File: src/rtl/imem_boot_pkg.sv
// Shared types and constants for the instruction-memory boot loader.
package imem_boot_pkg;

    typedef enum logic [2:0] {
        ST_IDLE,
        ST_LOAD,
        ST_WRITE,
        ST_RELEASE,
        ST_RUN,
        ST_ERROR
    } boot_state_e;

    localparam int BYTES_PER_WORD      = 4;
    localparam int IMEM_ADDR_W_DEFAULT = 12;

    // Little-endian byte lane k of a 32-bit word.
    function automatic logic [7:0] word_byte(input logic [31:0] w, input logic [1:0] k);
        return w[{k, 3'b000} +: 8];
    endfunction

endpackage

File: src/rtl/imem_boot_loader.sv
// Streams 32-bit words into byte-wide imem, then pulses PC reset and releases the datapath (IMEM_BOOT_CHECKSUM_EN adds a word-sum accumulator).
// Latency: word accepted at cycle t is written at t+1..t+4; in_ready returns at t+5 (1 word per 5 cycles).
// Backpressure: in_ready is high only while waiting for a word; it drops for the 4 write cycles and in IDLE/RUN/ERROR.
module imem_boot_loader
    import imem_boot_pkg::*;
#(
    parameter int ADDR_W = IMEM_ADDR_W_DEFAULT
) (
    input  logic              clk,
    input  logic              rst_n,
    input  logic              start,
    input  logic              in_valid,
    output logic              in_ready,
    input  logic [31:0]       in_data,
    input  logic              in_last,
    output logic              im_we,
    output logic [ADDR_W-1:0] im_addr,
    output logic [7:0]        im_wdata,
    output logic              dp_stall,
    output logic              dp_pc_rst,
    output logic              done,
    output logic              err,
    output logic [31:0]       checksum
);

    localparam logic [1:0] LAST_BIDX = 2'(BYTES_PER_WORD - 1);

    boot_state_e       state_q, state_d;
    logic [1:0]        bidx_q, bidx_d;
    logic [ADDR_W-1:0] wptr_q, wptr_d;
    logic [31:0]       word_q;
    logic              last_q;
    logic              accept, restart, last_byte;

    logic              in_ready_d, im_we_d, dp_stall_d, dp_pc_rst_d, done_d, err_d;
    logic [ADDR_W-1:0] im_addr_d;
    logic [7:0]        im_wdata_d;

    assign accept    = (state_q == ST_LOAD) && in_valid && in_ready;
    assign restart   = start && (state_q inside {ST_IDLE, ST_RUN, ST_ERROR});
    assign last_byte = (state_q == ST_WRITE) && (bidx_q == LAST_BIDX);

    always_ff @(posedge clk or negedge rst_n) begin
        if (!rst_n) state_q <= ST_IDLE;
        else        state_q <= state_d;
    end

    always_comb begin
        state_d = state_q;
        case (state_q)
            ST_IDLE, ST_RUN, ST_ERROR: if (restart) state_d = ST_LOAD;
            ST_LOAD:    if (accept) state_d = ST_WRITE;
            // wptr_q already points past byte 3, so zero here means the top byte was just written
            ST_WRITE: begin
                if (last_byte) begin
                    if (last_q)              state_d = ST_RELEASE;
                    else if (wptr_q == '0)   state_d = ST_ERROR;
                    else                     state_d = ST_LOAD;
                end
            end
            ST_RELEASE: state_d = ST_RUN;
            default:    state_d = ST_IDLE;
        endcase
    end

    // Outputs are computed from the next state so they register in step with it.
    always_comb begin
        in_ready_d  = (state_d == ST_LOAD);
        im_we_d     = (state_d == ST_WRITE);
        dp_stall_d  = (state_d != ST_RUN);
        dp_pc_rst_d = (state_d == ST_RELEASE);
        done_d      = (state_d == ST_RUN);
        err_d       = (state_d == ST_ERROR);
        bidx_d      = bidx_q;
        wptr_d      = wptr_q;
        im_addr_d   = im_addr;
        im_wdata_d  = '0;
        if (restart) begin
            wptr_d    = '0;
            im_addr_d = '0;
        end
        if (accept) begin
            bidx_d     = '0;
            im_addr_d  = wptr_q;
            wptr_d     = wptr_q + ADDR_W'(1);
            im_wdata_d = word_byte(in_data, 2'd0);
        end else if ((state_q == ST_WRITE) && !last_byte) begin
            bidx_d     = bidx_q + 2'd1;
            im_addr_d  = wptr_q;
            wptr_d     = wptr_q + ADDR_W'(1);
            im_wdata_d = word_byte(word_q, bidx_q + 2'd1);
        end
    end

    always_ff @(posedge clk or negedge rst_n) begin
        if (!rst_n) begin
            in_ready  <= 1'b0;
            im_we     <= 1'b0;
            im_addr   <= '0;
            im_wdata  <= '0;
            dp_stall  <= 1'b1;
            dp_pc_rst <= 1'b0;
            done      <= 1'b0;
            err       <= 1'b0;
            bidx_q    <= '0;
            wptr_q    <= '0;
            word_q    <= '0;
            last_q    <= 1'b0;
        end else begin
            in_ready  <= in_ready_d;
            im_we     <= im_we_d;
            im_addr   <= im_addr_d;
            im_wdata  <= im_wdata_d;
            dp_stall  <= dp_stall_d;
            dp_pc_rst <= dp_pc_rst_d;
            done      <= done_d;
            err       <= err_d;
            bidx_q    <= bidx_d;
            wptr_q    <= wptr_d;
            if (accept) begin
                word_q <= in_data;
                last_q <= in_last;
            end
        end
    end

`ifdef IMEM_BOOT_CHECKSUM_EN
    logic [31:0] sum_q;

    always_ff @(posedge clk or negedge rst_n) begin
        if (!rst_n)      sum_q <= '0;
        else if (restart) sum_q <= '0;
        else if (accept)  sum_q <= sum_q + in_data;
    end

    assign checksum = sum_q;
`else
    assign checksum = '0;
`endif

endmodule

File: config.mk
export PLATFORM = sky130hd
export DESIGN_NAME = imem_boot_loader
export DESIGN_NICKNAME = d
export VERILOG_FILES = /design/src/rtl/imem_boot_pkg.sv /design/src/rtl/imem_boot_loader.sv
export SDC_FILE = /design/constraint.sdc
export NUM_CORES = 1
export LEC_CHECK = 0
export CORE_UTILIZATION = 50
export CTS_BUF_LIST = sky130_fd_sc_hd__clkbuf_4 sky130_fd_sc_hd__clkbuf_8
export DETAILED_ROUTE_END_ITERATION = 16
export PLACE_DENSITY = 0.82
export SYNTH_ARGS = -nofsm -noshare
export SYNTH_HDL_FRONTEND = slang
export SYNTH_SLANG_ARGS = --single-unit
File: constraint.sdc
create_clock -name clk -period 2.45 [get_ports clk]
set_input_delay 0.3675 -clock clk [delete_from_list [all_inputs] [get_ports clk]]
set_output_delay 0.3675 -clock clk [all_outputs]
set_load 0.02 [all_outputs]
After elaboration in Yosys (flattened, before gate mapping)
Cells that the tools add are included.
{"block": "classes", "add_sub_neg": 2, "n_eq_ne": 12, "n_bitwise": 0, "multipliers": 0, "reduce_logical": 12, "magnitude_cmp": 0, "n_mux": 15, "n_shift": 1, "div": 0}
{"cell": "$mux W12", "n": 5}
{"cell": "$shiftx A32 B6 Y8", "n": 1}
{"cell": "$mux W8", "n": 2}
{"cell": "$mux W3", "n": 5}
{"cell": "$add A12 B1 Y12 const B", "n": 1}
{"cell": "$eq A3 B2 Y1 const B", "n": 4}
{"cell": "$eq A3 B3 Y1 const B", "n": 4}
{"cell": "$logic_not A12 Y1", "n": 1}
{"cell": "$pmux W3 S4", "n": 1}
{"cell": "$eq A3 B1 Y1 const B", "n": 2}
{"cell": "$reduce_bool A3 Y1", "n": 2}
{"cell": "$logic_and A1 B1 Y1", "n": 5}
{"cell": "$mux W2", "n": 2}
{"cell": "$logic_not A3 Y1", "n": 1}
{"cell": "$ne A3 B3 Y1 const B", "n": 1}
{"cell": "$reduce_or A3 Y1", "n": 1}
{"cell": "$add A2 B1 Y2 const B", "n": 1}
{"cell": "$eq A2 B2 Y1 const B", "n": 1}
{"cell": "$reduce_bool A2 Y1", "n": 1}
{"cell": "$logic_not A1 Y1", "n": 1}
{"block": "word_totals", "wordCells": 55, "reg_bits": 76, "in_bits": 37, "n_memories": 0, "ram_bits": 0, "rom_bits": 0, "latch_bits": 0}

Longest topological paths before layout
{"block": "logic_depth", "word_depth": 6, "mapped_depth": 8}

Worst setup path before layout
OpenSTA, ideal clock, no wires.
{"block": "synth_timing", "path_kind": "register to register", "start": "register bidx_q[0]", "end": "register wptr_q[7]", "t_arrival_ns": 1.767, "path_buffers": 0, "period_less_slack_ns": 1.845, "t_required_ns": 2.373, "slack_ns": 0.605, "stages_incl_launch_ff": 6, "setup_ns": 0.077, "cell_sequence": "dfrtp_1 ha_1 nor4b_4 a21oi_4 or4_1 a21oi_1"}
{"block": "synth_via", "elab_chain_cells": 6}
{"element": "from (decl)", "line": "imem_boot_loader.sv:29", "text": "logic [1:0] bidx_q, bidx_d;"}
{"element": "from (signal assigned)", "line": "imem_boot_loader.sv:118", "text": "bidx_q <= bidx_d;"}
{"element": "$eq A2 B2 Y1 *", "line": "imem_boot_loader.sv:41", "text": "assign last_byte = (state_q == ST_WRITE) && (bidx_q == LAST_BIDX);"}
{"element": "$logic_and A1 B1 Y1 *", "line": "imem_boot_loader.sv:41"}
{"element": "$logic_not A1 Y1 *", "line": "imem_boot_loader.sv:87", "text": "end else if ((state_q == ST_WRITE) && !last_byte) begin"}
{"element": "$logic_and A1 B1 Y1 *", "line": "imem_boot_loader.sv:87"}
{"element": "$mux W12", "line": "imem_boot_loader.sv:87"}
{"element": "$mux W12", "line": "imem_boot_loader.sv:82", "text": "if (accept) begin"}
{"element": "to (signal assigned)", "line": "imem_boot_loader.sv:119", "text": "wptr_q <= wptr_d;"}
{"element": "to (decl)", "line": "imem_boot_loader.sv:30", "text": "logic [ADDR_W-1:0] wptr_q, wptr_d;"}
Mark *: on every way between the ends. The rest lies on a longest branch, timed or not.
A chain may end at the register's enable or synchronous reset.

Worst setup path after layout
{"block": "layout_timing", "start": "register state_q[2]", "end": "register wptr_q[6]"}
{"block": "layout_via", "elab_chain_cells": 6}
{"element": "from (decl)", "line": "imem_boot_loader.sv:28", "text": "boot_state_e state_q, state_d;"}
{"element": "from (signal assigned)", "line": "imem_boot_loader.sv:45", "text": "else state_q <= state_d;"}
{"element": "$eq A3 B2 Y1", "line": "imem_boot_loader.sv:41, imem_boot_loader.sv:87"}
{"element": "$logic_and A1 B1 Y1", "line": "imem_boot_loader.sv:41"}
{"element": "$logic_not A1 Y1", "line": "imem_boot_loader.sv:87"}
{"element": "$logic_and A1 B1 Y1", "line": "imem_boot_loader.sv:87"}
{"element": "$mux W12", "line": "imem_boot_loader.sv:87"}
{"element": "$mux W12", "line": "imem_boot_loader.sv:82"}
Parallel ways exist; a longest one is shown, timed or not.

==> results.md <==
- Status: finished, final reports clean
- Setup slack after layout: 0.454 ns
- Layout cells sized above 1: 0.0872
- Final Setup Violations: 0
- Grt met2 use: 0.355
- Max transition margin: 0.370
- Clock share of power: 0.247
- Switch share: 0.345
- Final hold viol count: 0
- Setup TNS: 0 ns
- Chip width: 86.0 microns
- Placed wire-length estimate: 4.89 mm
- Clock transition at path regs: 0.08 ns
- Crit-path max FO: 12
- Placed Area: 0.00414 sq mm
- Total core area: 0.00679 sq mm
- Total gr overflow: 0
- Die Ht: 86.0 microns
- Pin count of the biggest net entering global routing: 77
- Post-CTS setup buffer count: 0
- Routed WL per cell: 13.7 microns
- GP Congestion: 0.861
- Number of diodes: 0
- Fmax: 501 MHz
- Required time of the critical path: 2.69 ns
- Layout area overhead: 24.3%
- Final Util: 0.645
- DRT iter0 DRCs: 208
- Maximum VDD drop: 0.429 mV
- Routed WL: 7.30 mm
- Max-Cap Viols: 0
- Ys flop type: dfrtp_1
- Total Routing Usage GR: 0.222
- Final hold slack: 0.157 ns
- Post-CTS Resized: 0
- Met3 Use GR: 0.0395
- Clk Latency, worst-skew pair: 0.35 ns
- Critical Path End Type: flop
- Antenna Nets Post-Route: 0
- Hold Path Class: input pin to asynchronous set/reset pin
- Initial Util: 0.519
- Sequential share of power: 0.406
- Dpl ws: 0.208 ns
- Vias in the first global route: 2698
- Cells after synthesis: 367
- Filler instances: 541
- Synth Warn #: 0
- I/O Buffers: 62
- Design Area, Final: 0.00438 sq mm
- Total iterations of the first detailed-routing run: 4
- CP Launch Type: flop
- Clock skew: 0.0109 ns
- Layout Nets: 471
- Sequential share of the synthesized area: 0.540
- Total power: 4.68 mW
- Htree depth: 3
- DR vias: 2665
- Fin cells: 532
- Worst slew pin tran: 0.946 ns
- CTS Sinks: 76
- CTS Root Cell: clkbuf_8
- Distinct cell type count after synthesis: 38
- Power Dens Cells: 1070 mW/mm^2
- Final period utilization: 0.815
- Residual DRC: 0
- #FFs+latches synth: 76
- CP arrival: 2.23 ns
- DP Cell Count: 516
- TritonCTS clock tree: yes
- Multi-input gate area: 0.00142 sq mm
- Max Slew Vio Count: 0
- Post-synth EDFFs: 0
- Met1 usage: 0.292
- Most Crowded Layer GR: met2
- Longest Clk Path Bufs: 2
- Psw: 1.61 mW
- Fraction of registers with async set or reset after synthesis: 1.00
- Std-Cell Rows: 30
- Vias/cell: 5.01
- P_leak: 2.21 nW
- Mapped Area: 0.00353 sq mm
- Global-route wire length before repair: 12.5 mm
- Initial antenna violation count: 0
- Logic pwr share: 0.346
- Die area: 0.00739 sq mm
- FF+latch area: 0.00190 sq mm
- I/O Pins: 95
- Post-CTS Hold Buffers: 0
- P_int: 3.07 mW
- Crit path kind: flop to flop
- RSZ-0062 raised after global routing: no
- Fin crit period: 2.00 ns
- Cts bufs inserted: 9
- Avg Cell Area, Syn: 9.61 sq um
==> cell usage in the layout (no fill, tap or decap), drive strengths merged, types with 3 or more instances in the layout <==
master and instances:
mux4 8, nand3 17, nor4 4, nand2 148
nor2 6, dfrtp 75, nor3 3, bufinv 3
a22o 3, and2 3, conb 32, inv 5
ha 3, nand4 5, a21oi 6, o21ai 4
mux2i 6, clkdlybuf4s50 61, and3 4, buf 9
clkbuf 11
==> Yosys cell counts (2+ instances only) <==
library cell,count,share of area
and2_1,3,0.0053
a21oi_1,5,0.0071
and3_1,4,0.0071
inv_1,5,0.0053
a22o_1,3,0.0075
clkbuf_1,12,0.013
o21ai_0,4,0.0057
buf_2,2,0.0028
nand2_1,148,0.16
mux2i_1,6,0.017
nand4_1,5,0.0089
buf_4,33,0.070
nand2b_1,2,0.0035
o31ai_1,2,0.0043
dfrtp_1,75,0.53
ha_1,3,0.011
nor2_1,6,0.0064
mux4_2,8,0.051
nor3_1,3,0.0043
nand3_1,17,0.024
nor4_1,4,0.0071
==> sequential cells by signal, indices dropped and copies added, names as in the netlist <==
signal and count:
im_addr 12, dp_pc_rst 1, done 1, im_wdata 8, bidx_q 2, err 1
dp_stall 1, last_q 1, wptr_q 12, state_q 3, in_ready 1, im_we 1
word_q 32
==> cell families after synthesis <==
logic type      share of synthesized area
buf+inv                            0.0922
xor+xnor                          0.00248
compound gates                     0.0358
fa+ha+maj                          0.0106
mux                                0.0681
other cells                       0.00106
flops                               0.540
simple gates                        0.250
==> power groups by stage <==
stage | clock [mW] | combinational (mW) | sequential [mW]
floorplan | 0 | 1.09 | 1.92
global placement | 0 | 1.56 | 1.89
detailed placement | 0 | 1.64 | 1.91
CTS | 1.18 | 1.64 | 1.90
global route | 1.24 | 1.83 | 1.95
finish | 1.16 | 1.62 | 1.90
==> worst max-delay path, cell delays in order (launching register included) <==
cell,delay (ns)
dfrtp_1,0.50
and4b_1,0.29
a21oi_4,0.33
inv_1,0.26
and3_1,0.24
a211o_1,0.27
==> per-layer routing <==
layer,part of all wire,vias up
met5,0,-
met4,0.017,0
met2,0.50,89
met1,0.44,1292
met3,0.046,13
li1,-,1271
==> final cells by class <==
class                           count  share of cell area
Timing Repair Buffer               70               0.155
Tap cell                           96              0.0274
Clock buffer                       11              0.0331
Sequential cell                    76               0.434
Multi-Input combinational cell    269               0.323
Inverter                            5             0.00428
Clock inverter                      5              0.0228
==> worst paths after layout <==
| path | startpoint | to | slack [ns] | cells after the start |
|---|---|---|---|---|
| min reg2reg | word_q[27]$_DFFE_PN0P_ | word_q[27]$_DFFE_PN0P_ | 0.48 | 2 |
| min in group clk | word_q[27]$_DFFE_PN0P_ | word_q[27]$_DFFE_PN0P_ | 0.48 | 2 |
| max in group asynchronous | rst_n | im_addr[11]$_DFFE_PN0P_ | 1.68 | 1 |
| max | state_q[2]$_DFF_PN0_ | wptr_q[6]$_DFFE_PN0P_ | 0.45 | 5 |
| min | rst_n | im_addr[4]$_DFFE_PN0P_ | 0.16 | 1 |
| max reg2reg | state_q[2]$_DFF_PN0_ | wptr_q[6]$_DFFE_PN0P_ | 0.45 | 5 |
Power figures use the tool's default switching activity.
